### src/rtl/luma_word_packer.sv
// Packs raster-ordered luma samples into BRAM words with address/write-enable.
// Optional LUMA_PACK_ROW_ALIGN_EN: every row starts a fresh, zero-padded word.
module luma_word_packer #(
    parameter int PIX_W        = 8,
    parameter int PIX_PER_WORD = 6,
    parameter int FRAME_W      = 320,
    parameter int FRAME_H      = 240,
    parameter int ADDR_W       = 17
) (
    input  logic                          clk_pixel_in,
    input  logic                          rst_n_in,
    input  logic                          pixel_valid_in,
    input  logic [PIX_W-1:0]              luma_in,
    input  logic [10:0]                   hcount_in,
    input  logic [9:0]                    vcount_in,
    output logic [PIX_W*PIX_PER_WORD-1:0] word_out,
    output logic [ADDR_W-1:0]             addr_out,
    output logic                          wea_out,
    output logic                          frame_done_out,
    output logic                          sync_err_out,
    output logic [7:0]                    err_count_out
);

    localparam int WW = PIX_W * PIX_PER_WORD;
    localparam int LW = $clog2(PIX_PER_WORD + 1);
    localparam logic [10:0]   H_MAX = 11'(FRAME_W - 1);
    localparam logic [9:0]    V_MAX = 10'(FRAME_H - 1);
    localparam logic [LW-1:0] LANES = LW'(PIX_PER_WORD);
`ifdef LUMA_PACK_ROW_ALIGN_EN
    localparam bit ROW_ALIGN = 1'b1;
`else
    localparam bit ROW_ALIGN = 1'b0;
`endif

    typedef enum logic {WAIT_SOF, RUN} state_t;

    state_t            state_q, state_d;
    logic [LW-1:0]     lane_q, lane_d, lane_b, lane_a;
    logic [WW-1:0]     acc_q, acc_d, acc_b, acc_a;
    logic [ADDR_W-1:0] addr_q, addr_d, addr_b;
    logic [10:0]       exp_h_q, exp_h_d;
    logic [9:0]        exp_v_q, exp_v_d;
    logic [WW-1:0]     wr_word;
    logic [ADDR_W-1:0] wr_addr;
    logic              wr_d, done_d, err_d;
    logic              in_range, sof, match, last_col, last_px;

    assign in_range = pixel_valid_in && (hcount_in <= H_MAX)
                      && (vcount_in <= V_MAX);
    assign sof      = in_range && (hcount_in == 11'd0) && (vcount_in == 10'd0);
    assign match    = (state_q == RUN) && (hcount_in == exp_h_q)
                      && (vcount_in == exp_v_q);
    assign last_col = (hcount_in == H_MAX);
    assign last_px  = last_col && (vcount_in == V_MAX);

    always_comb begin
        state_d = state_q;
        lane_d  = lane_q;
        acc_d   = acc_q;
        addr_d  = addr_q;
        exp_h_d = exp_h_q;
        exp_v_d = exp_v_q;
        lane_b  = '0;
        acc_b   = '0;
        addr_b  = '0;
        lane_a  = '0;
        acc_a   = '0;
        wr_word = '0;
        wr_addr = addr_q;
        wr_d    = 1'b0;
        done_d  = 1'b0;
        err_d   = 1'b0;
        if (in_range) begin
            if (sof || match) begin
                // SOF restarts from an empty word at address 0, even mid-frame
                lane_b  = sof ? '0 : lane_q;
                acc_b   = sof ? '0 : acc_q;
                addr_b  = sof ? '0 : addr_q;
                acc_a   = {acc_b[WW-PIX_W-1:0], luma_in};
                lane_a  = lane_b + LW'(1);
                state_d = last_px ? WAIT_SOF : RUN;
                done_d  = last_px;
                if (last_col) begin
                    exp_h_d = 11'd0;
                    exp_v_d = vcount_in + 10'd1;
                end else begin
                    exp_h_d = hcount_in + 11'd1;
                    exp_v_d = vcount_in;
                end
                if (lane_a == LANES || last_px || (ROW_ALIGN && last_col)) begin
                    wr_d    = 1'b1;
                    wr_word = acc_a << (PIX_W * (PIX_PER_WORD - int'(lane_a)));
                    wr_addr = addr_b;
                    addr_d  = addr_b + ADDR_W'(1);
                    lane_d  = '0;
                    acc_d   = '0;
                end else begin
                    lane_d  = lane_a;
                    acc_d   = acc_a;
                    addr_d  = addr_b;
                end
            end else if (state_q == RUN) begin
                err_d   = 1'b1;
                state_d = WAIT_SOF;
                lane_d  = '0;
                acc_d   = '0;
            end
        end
    end

    always_ff @(posedge clk_pixel_in or negedge rst_n_in) begin
        if (!rst_n_in) begin
            state_q        <= WAIT_SOF;
            lane_q         <= '0;
            acc_q          <= '0;
            addr_q         <= '0;
            exp_h_q        <= '0;
            exp_v_q        <= '0;
            word_out       <= '0;
            addr_out       <= '0;
            wea_out        <= 1'b0;
            frame_done_out <= 1'b0;
            sync_err_out   <= 1'b0;
            err_count_out  <= '0;
        end else begin
            state_q        <= state_d;
            lane_q         <= lane_d;
            acc_q          <= acc_d;
            addr_q         <= addr_d;
            exp_h_q        <= exp_h_d;
            exp_v_q        <= exp_v_d;
            wea_out        <= wr_d;
            frame_done_out <= done_d;
            sync_err_out   <= err_d;
            if (wr_d) begin
                word_out <= wr_word;
                addr_out <= wr_addr;
            end
            if (err_d && err_count_out != 8'hFF)
                err_count_out <= err_count_out + 8'd1;
        end
    end

endmodule

### config.mk
export PLATFORM = sky130hd
export DESIGN_NAME = luma_word_packer
export DESIGN_NICKNAME = d
export VERILOG_FILES = /design/src/rtl/luma_word_packer.sv
export SDC_FILE = /design/constraint.sdc
export NUM_CORES = 1
export LEC_CHECK = 0
export ABC_AREA = 1
export CAP_MARGIN = 20
export CORE_ASPECT_RATIO = 0.5
export CORE_MARGIN = 3
export CORE_UTILIZATION = 35
export CTS_CLUSTER_DIAMETER = 200
export CTS_CLUSTER_SIZE = 28
export DETAILED_ROUTE_END_ITERATION = 8
export HOLD_SLACK_MARGIN = 0.02
export MAX_ROUTING_LAYER = met4
export PLACE_DENSITY = 0.57
export SLEW_MARGIN = 20
export SYNTH_ARGS = -nofsm -noshare
export SYNTH_HDL_FRONTEND = slang
export SYNTH_SLANG_ARGS = --single-unit
### constraint.sdc
create_clock -name clk_pixel_in -period 2.7 [get_ports clk_pixel_in]
set_input_delay 0.405 -clock clk_pixel_in [delete_from_list [all_inputs] [get_ports clk_pixel_in]]
set_output_delay 0.405 -clock clk_pixel_in [all_outputs]
set_load 0.02 [all_outputs]
==> qor.yml, run 1 <==
clock_network:
  h-tree-depth: 4
  cts_made_buffers: 17
  path_clk_slew_ns: 0.06
  cts_tree: "done"
  clock-sinks: 158
  root_buffer: "clkbuf_16"
  cts.path.max_buffers: 2
  clock_latency_ns: 0.45
global_routing:
  grt_pass1_wl_um: 45800
  first_global_vias: 8764
  grt-ovfl-total: 0
  grt_max_degree: 66
  antenna_found_initial: 0
  grt_use_total_pct: 21.6
final_layout:
  synthToLayoutAreaGrowth_pct: 44.0
  n_antenna_cell: 0
  post-route-util_pct: 52.1
  fin_nets: 1511
  stdcell_count: 1818
  drive_gt1_share_pct: 21.6
setup_path:
  cp_cell_sequence: "dlygate4sd2_1 > nor2_1 > buf_4 > nand2_1 > a31oi_1 > buf_4 > nand3_4 > buf_12 > nand2_8 > inv_4 > ha_4 > inv_2 > nand2_4 > nand4_1 > buf_4 > inv_2 > nor2_4 > buf_6 > nand3_1 > o21ai_2"
  startpoint_type: "primary input"
  crit_arrival_ns: 2.97
  critPathMaxStageDelay_ns: 0.28
  crit_path_frequent_cell: "buf_4"
  cp.required_ns: 3.08
  critPathSlowestCell: "dlygate4sd2_1"
  crit_path_end_kind: "register"
  cp_num_buf_inv: 9
  timing_worst_setup_path_type: "in -> reg"
  cp_top_family: "buffers and inverters"
  crit_fanout: 7
timing:
  max_freq_mhz: 385
  finalCritPeriodShare_pct: 96.1
  setup_slack_ns: 0.106
  setup_violations: 0
  layout_min_cycle_time_ns: 2.59
  max_slew_margin_pct: 57.8
  whs_ns: 0.205
  maxSlewViolCount: 0
  final_hold_viol_count: 0
  finalClockSkew_ns: 0.0117
  tightest_slew_ns: 0.633
synth:
  ys_ff_latch: 158
  ys_async_sr_fraction_pct: 100
  yosysUniqueCellTypes: 42
  syn_nets: 1224
  ys.warnings.count: 0
  synthFlopType: "dfrtp_1"
  ys_seq_area_share_pct: 44.8
  synth.cell_area_um2: 8820
  synthCells: 1183
  syn_area_per_cell_um2: 7.46
  synth_edf_count: 0
die:
  die_w_um: 230
  die_h_um: 118
  core-area_um2: 24400
  die-area_um2: 27300
  rows: 40
  io_pins: 108
  start_util_pct: 36.2
detailed_routing:
  via_per_inst: 4.94
  wl_um: 28200
  drt-initial-drc-count: 686
  routed-via-count: 8984
  drc: 0
  ant_nets: 0
  wl_per_cell_um: 15.5
  firstDrtPassIters: 5
hold_path:
  worstHoldPathType: "in -> reg"
job:
  cap_viol_max_count: 0
run_status:
  status: "finished clean"
place:
  dpl.hpwl_um: 20900
  gp_congestion: 0.943
  io_buffers: 107
  dpl.cell_count: 1776
  pre_cts_ws_ns: -0.702
pwr:
  total_power_mw: 8.68
  power_density_nw_per_um2: 683
  leakage_nw: 6.43
  ir_drop_mv: 0.590
[stage by stage]
stage               setup TNS, ns  cell area, µm²
detailed placement         -69.45           11700
global placement           -64.63           11700
floorplan                       0            8890
global route              -0.0126           12700
finish                          0           12700
CTS                             0           12600
[path summary, 6_finish.rpt]
path / from / to / slack [ns] / cells after the start
worst max-delay path: vcount_in[8] / word_out[26] / 0.11 / 20
worst min-delay path: hcount_in[0] / exp_h_q[0] / 0.20 / 2
worst max register to register: exp_h_q[8] / acc_q[27] / 0.34 / 11
worst min register to register: addr_out[8] / addr_out[8] / 0.49 / 2
max in group asynchronous: rst_n_in / addr_q[11] / 1.40 / 3
min in group asynchronous: rst_n_in / acc_q[34] / 0.52 / 2
[timing repair]
item | in CTS | in global routing
cloned | 1 | 0
setup buffers | 4 | 5
setup endpoints to repair | 75 | 118
hold buffers | 1 | 0
resized for setup | 40 | 37
pin swaps | 15 | 13
endpoints found under the hold margin | 62 | 0
[worst reg2reg max path: stages (launching register included)]
cell and delay, ns:
dfrtp_1 0.39, xnor2_1 0.18, buf_4 0.15, nand3_1 0.06, nor3_1 0.23, nand3_1 0.13
nand2_1 0.09, nand2_1 0.16, a31oi_1 0.32, nand2_1 0.15, buf_12 0.21, o22ai_1 0.18
[report_power, final]
group	switching, mW	internal (mW)	total [mW]	leakage, nW
Clock	1.05	1.70	2.75	0.322
Combinational	1.77	1.43	3.20	4.05
Sequential	0.147	2.59	2.73	2.06
[cell type report]
cell class              instances  area [µm²]
clock inverters                12         209
repair buffers                322        2860
fillers                      2322       11700
multi-input cells             836        4290
well taps                     336         420
inverters                     135         513
clock buffers                  19         453
flip-flops and latches        158        3950
[flip-flops by register name (all words and copies together), names as in the netlist, 3 cells and up]
signal,flops
lane_q,3
addr_out,17
word_out,48
acc_q,40
exp_v_q,10
addr_q,17
exp_h_q,11
err_count_out,8
[cell usage in the layout (no fill, tap or decap), drive strengths merged, types with 3 or more instances in the layout]
cell type	netlist	routed
nor2	78	78
o22ai	45	45
buf	41	214
xnor2	13	13
bufinv	0	5
nand2	360	360
nand4	24	24
clkdlybuf4s50	0	85
o21ai	104	104
ha	9	9
xor2	17	17
dlygate4sd2	0	8
clkbuf	13	20
inv	131	133
clkinv	4	8
nand3	100	100
o211ai	10	10
nor4	6	6
dfrtp	158	158
or2	7	7
nor3	20	20
dlymetal6s2s	0	10
a21oi	28	28
o31ai	3	3
[synth_stat cells (2+ instances only)]
cell type / instances / share of area, %
a21oi_1: 27 / 1.5
nand2_1: 352 / 15
o21ai_1: 28 / 1.6
nor2_4: 2 / 0.26
o22ai_1: 45 / 3.2
nand3_1: 98 / 5.6
nor2_2: 4 / 0.28
clkbuf_1: 13 / 0.55
nor2_1: 72 / 3.1
and2_1: 2 / 0.14
nand2_2: 8 / 0.57
inv_1: 122 / 5.2
nor3b_1: 2 / 0.17
clkinv_1: 4 / 0.17
xor2_1: 17 / 1.7
nor3_1: 18 / 1.0
buf_2: 29 / 1.6
nor4_1: 6 / 0.43
nand4_1: 24 / 1.7
buf_4: 9 / 0.77
ha_1: 9 / 1.3
o41ai_1: 2 / 0.20
nor3_2: 2 / 0.23
o211ai_1: 10 / 0.85
buf_1: 2 / 0.085
o31ai_1: 3 / 0.26
a31oi_1: 2 / 0.14
dfrtp_1: 158 / 45
xnor2_1: 12 / 1.2
or2_2: 7 / 0.50
o21ai_0: 75 / 4.3
inv_2: 9 / 0.38
[layer usage]
| metal | vias to the layer above | wire length (µm) | GRT usage, % | share of wire (%) |
|---|---|---|---|---|
| li1 | 4457 | - | - | - |
| met1 | 4275 | 13300 | 29.0 | 47 |
| met2 | 215 | 13400 | 34.4 | 47 |
| met3 | 37 | 1110 | 3.47 | 3.9 |
| met4 | 0 | 403 | 5.33 | 1.4 |
| met5 | - | 0 | - | 0 |
[cell families (layout without fill, tap and decap cells)]
group                    Yosys count  in the layout  share of synthesized area (%)
multiplexers                       1              1                          0.113
buffers and inverters            189            488                           8.92
AO/OA/AOI/OAI                    196            196                           12.4
XOR/XNOR                          30             30                           3.19
AND/OR/NAND/NOR                  600            600                           29.3
adder cells (fa/ha/maj)            9              9                           1.28
flip-flops                       158            158                           44.8
No activity file was read; power rests on OpenSTA's default activity.
==> inputs of run 2 (changes only) <==
==> constraint.sdc (replaced) <==
create_clock -name clk_pixel_in -period 2.7 [get_ports clk_pixel_in]
set_input_delay 0.405 -clock clk_pixel_in [delete_from_list [all_inputs] [get_ports clk_pixel_in]]
set_output_delay 0.405 -clock clk_pixel_in [all_outputs]
set_load 0.01 [all_outputs]
==> results of run 2 <==
The final DEF is identical to that of run 1. Status: finished clean.
Main changes from that run: total power 8.68 mW -> 8.67 mW
==> inputs of run 3 (changes only) <==
--- a/config.mk
+++ b/config.mk
@@ -5,7 +5,6 @@
 export SDC_FILE = /design/constraint.sdc
 export NUM_CORES = 1
 export LEC_CHECK = 0
-export ABC_AREA = 1
 export CAP_MARGIN = 20
 export CORE_ASPECT_RATIO = 0.5
 export CORE_MARGIN = 3
@@ -15,7 +14,7 @@
 export DETAILED_ROUTE_END_ITERATION = 8
 export HOLD_SLACK_MARGIN = 0.02
 export MAX_ROUTING_LAYER = met4
-export PLACE_DENSITY = 0.57
+export PLACE_DENSITY = 0.58
 export SLEW_MARGIN = 20
 export SYNTH_ARGS = -nofsm -noshare
 export SYNTH_HDL_FRONTEND = slang
==> qor.yml, run 3 <==
run_status:
  status: "complete, but fails checks"
  violations: "setup timing"
setup_path:
  cp_cell_sequence: "buf_6 > nor4_4 > buf_4 > nand3_4 > o21ai_4 > inv_4 > ha_4 > nor2b_4 > a31oi_2 > o31a_1 > o311a_4 > buf_6 > buf_6 > nor4_4 > or3b_1 > a21oi_1"
  critPathMaxStageDelay_ns: 0.40  # +0.12 ns
  cp.required_ns: 3.07  # about the same
  critPathSlowestCell: "nor4_4"
  startpoint_type: "primary input"
  timing_worst_setup_path_type: "in -> reg"
  crit_path_frequent_cell: "buf_6"
  crit_path_end_kind: "register"
  crit_fanout: 6  # -1
  crit_arrival_ns: 3.20  # +0.23 ns
die:
  io_pins: 108  # unchanged
  core-area_um2: 22300  # -8.5%
  die-area_um2: 25400  # -6.8%
  die_w_um: 222  # -3.5%
  die_h_um: 114  # -3.4%
  rows: 38  # -5.0%
  start_util_pct: 36.7  # +0.56 points
timing:
  max_freq_mhz: 353  # -8.4%
  setup_violations: 74  # +74
  max_slew_margin_pct: 64.1  # +6.4 points
  whs_ns: 0.299  # +0.0938 ns
  rsz0062_at_grt: "yes"
  maxSlewViolCount: 0  # unchanged
  tightest_slew_ns: 0.538  # -0.0953 ns
  finalClockSkew_ns: 0.00811  # -0.00355 ns
  layout_min_cycle_time_ns: 2.83  # +0.238 ns
  finalCritPeriodShare_pct: 105  # +8.8 points
  setup_slack_ns: -0.132  # -0.238 ns
  tns_ns: -4.56  # -4.56 ns
  final_hold_viol_count: 0  # unchanged
synth:
  synth_edf_count: 0  # unchanged
  yosysTopAreaCellShare_pct: 48.3  # +3.4 points
  syn_area_per_cell_um2: 10.6  # +42%
  yosysUniqueCellTypes: 78  # +86%
  ys_ff_latch: 158  # unchanged
  yosys.area.top_type: "dfrtp_1"
  synthTopCellsByCount: "158 x dfrtp_1, 78 x nand2_1, 62 x a22o_1"
  synthCells: 775  # -34%
  synth.cell_area_um2: 8190  # -7.1%
  ys_seq_area_share_pct: 48.3  # +3.4 points
  synthFlopType: "dfrtp_1"
  ys.warnings.count: 0  # unchanged
  syn_nets: 816  # -33%
  synthTopCellsByArea: "dfrtp_1 48%, a22o_1 6.6%, xnor2_1 4.3%"
  synth.most_common_cell: "dfrtp_1"
  ys_async_sr_fraction_pct: 100  # unchanged
detailed_routing:
  wl_per_cell_um: 20.2  # +30%
  drt-initial-drc-count: 542  # -21%
  routed-via-count: 7225  # -20%
  drc: 0  # unchanged
  ant_nets: 0  # unchanged
  via_per_inst: 5.49  # +11%
  wl_um: 26600  # -5.7%
  firstDrtPassIters: 5  # unchanged
final_layout:
  synthToLayoutAreaGrowth_pct: 45.9
  final_common_cell: "dfrtp_1"
  num-fill-cells: 1991  # -14%
  largest_register_ffs: 48  # unchanged
  n_antenna_cell: 0  # unchanged
  reg.largest.list: "word_out x48, acc_q x40"
  final_cell_mix: "158 x dfrtp_1, 118 x buf_4, 84 x clkdlybuf4s50_1"
  drive_gt1_share_pct: 30.5  # +8.9 points
  fin_nets: 1045  # -31%
  regMostFlops: "word_out"
place:
  io_buffers: 107  # unchanged
  dpl.hpwl_um: 18100  # -14%
  pre_cts_ws_ns: -1.07  # -0.368 ns
  gp_congestion: 0.877  # -6.9%
clock_network:
  path_clk_slew_ns: 0.06  # about the same
  cts_made_buffers: 17  # unchanged
  root_buffer: "clkbuf_16"
  clock-sinks: 158  # unchanged
  cts.path.max_buffers: 2  # unchanged
  clock_latency_ns: 0.44  # about the same
  cts_tree: "done"
  h-tree-depth: 4  # unchanged
pwr:
  power_density_nw_per_um2: 431
  leakage_nw: 5.19  # -19%
  ir_drop_mv: 0.371  # -37%
global_routing:
  grt_use_total_pct: 21.6  # about the same
  grt_max_degree: 58  # -12%
  grt-ovfl-total: 0  # unchanged
  grt_pass1_wl_um: 41900  # -8.5%
  antenna_found_initial: 0  # unchanged
  first_global_vias: 7308  # -17%
hold_path:
  worstHoldPathType: "in -> reg"
job:
  cap_viol_max_count: 0  # unchanged
[run 3: final timing paths]
kind | start | end | slack [ns] | cells after the start
setup / recovery | hcount_in[10] | addr_q[7] | -0.13 | 16
max in group asynchronous | rst_n_in | wea_out | 1.52 | 3
hold / removal | hcount_in[0] | exp_h_q[0] | 0.30 | 3
hold reg to reg | word_out[8] | word_out[8] | 0.48 | 2
setup reg to reg | exp_v_q[6] | word_out[35] | 0.03 | 9
min in group asynchronous | rst_n_in | acc_q[10] | 0.48 | 2
[run 3: report_power, final]
group / internal (mW) / switching, mW / total, mW
logic: 0.120 / 0.158 / 0.278
clock network: 1.50 / 1.01 / 2.51
registers: 2.37 / 0.0000000392 / 2.37
[run 3: area by class of cell]
class                   count  area [µm²]  share of cell area [%]
multi-input cells         548        4430                    37.1
flip-flops and latches    158        3950                    33.1
repair buffers            263        2520                    21.1
clock buffers              22         464                    3.88
well taps                 300         375                    3.14
clock inverters             9         135                    1.13
inverters                  16        80.1                   0.670
[run 3: cell families after synthesis]
family / synth area share, %
fa+ha+maj: 1.37
simple gates: 15.5
xor+xnor: 6.00
buf+inv: 3.89
mux: 5.31
flops: 48.3
compound gates: 19.6
[run 3: what timing repair did]
| item | CTS | global route |
|---|---|---|
| setup buffers | 17 | 5 |
| hold buffers | 1 | 0 |
| gates resized for setup | 144 | 78 |
| hold endpoints to repair | 47 | 0 |
| gates cloned | 5 | 3 |
| setup endpoints to repair | 141 | 122 |
| pin swaps | 50 | 49 |
[run 3: metal layers]
| metal | global-route usage [%] | vias to the layer above | routed length (µm) |
|---|---|---|---|
| met5 | - | - | 0 |
| met4 | 6.51 | 0 | 482 |
| met3 | 4.02 | 37 | 1450 |
| met2 | 32.8 | 210 | 12100 |
| met1 | 29.7 | 3618 | 12600 |
| li1 | - | 3360 | - |
[run 3: stage by stage]
stage	std cells	area (µm²)	util (%)	total power [mW]
after floorplan	775	8350	-	2.49
after global placement	1259	10500	47.2	2.68
after detailed placement	1259	10500	47.2	2.68
after CTS	1311	11600	52.2	5.20
after global routing	1316	12000	53.6	5.33
final	1316	12000	53.6	5.16
[run 3: critical path: cells and delay by family]
family,cells,cell delay [ns]
simple gates,5,1.27
compound gates,5,0.71
buf+inv,5,0.62
fa+ha+maj,1,0.19
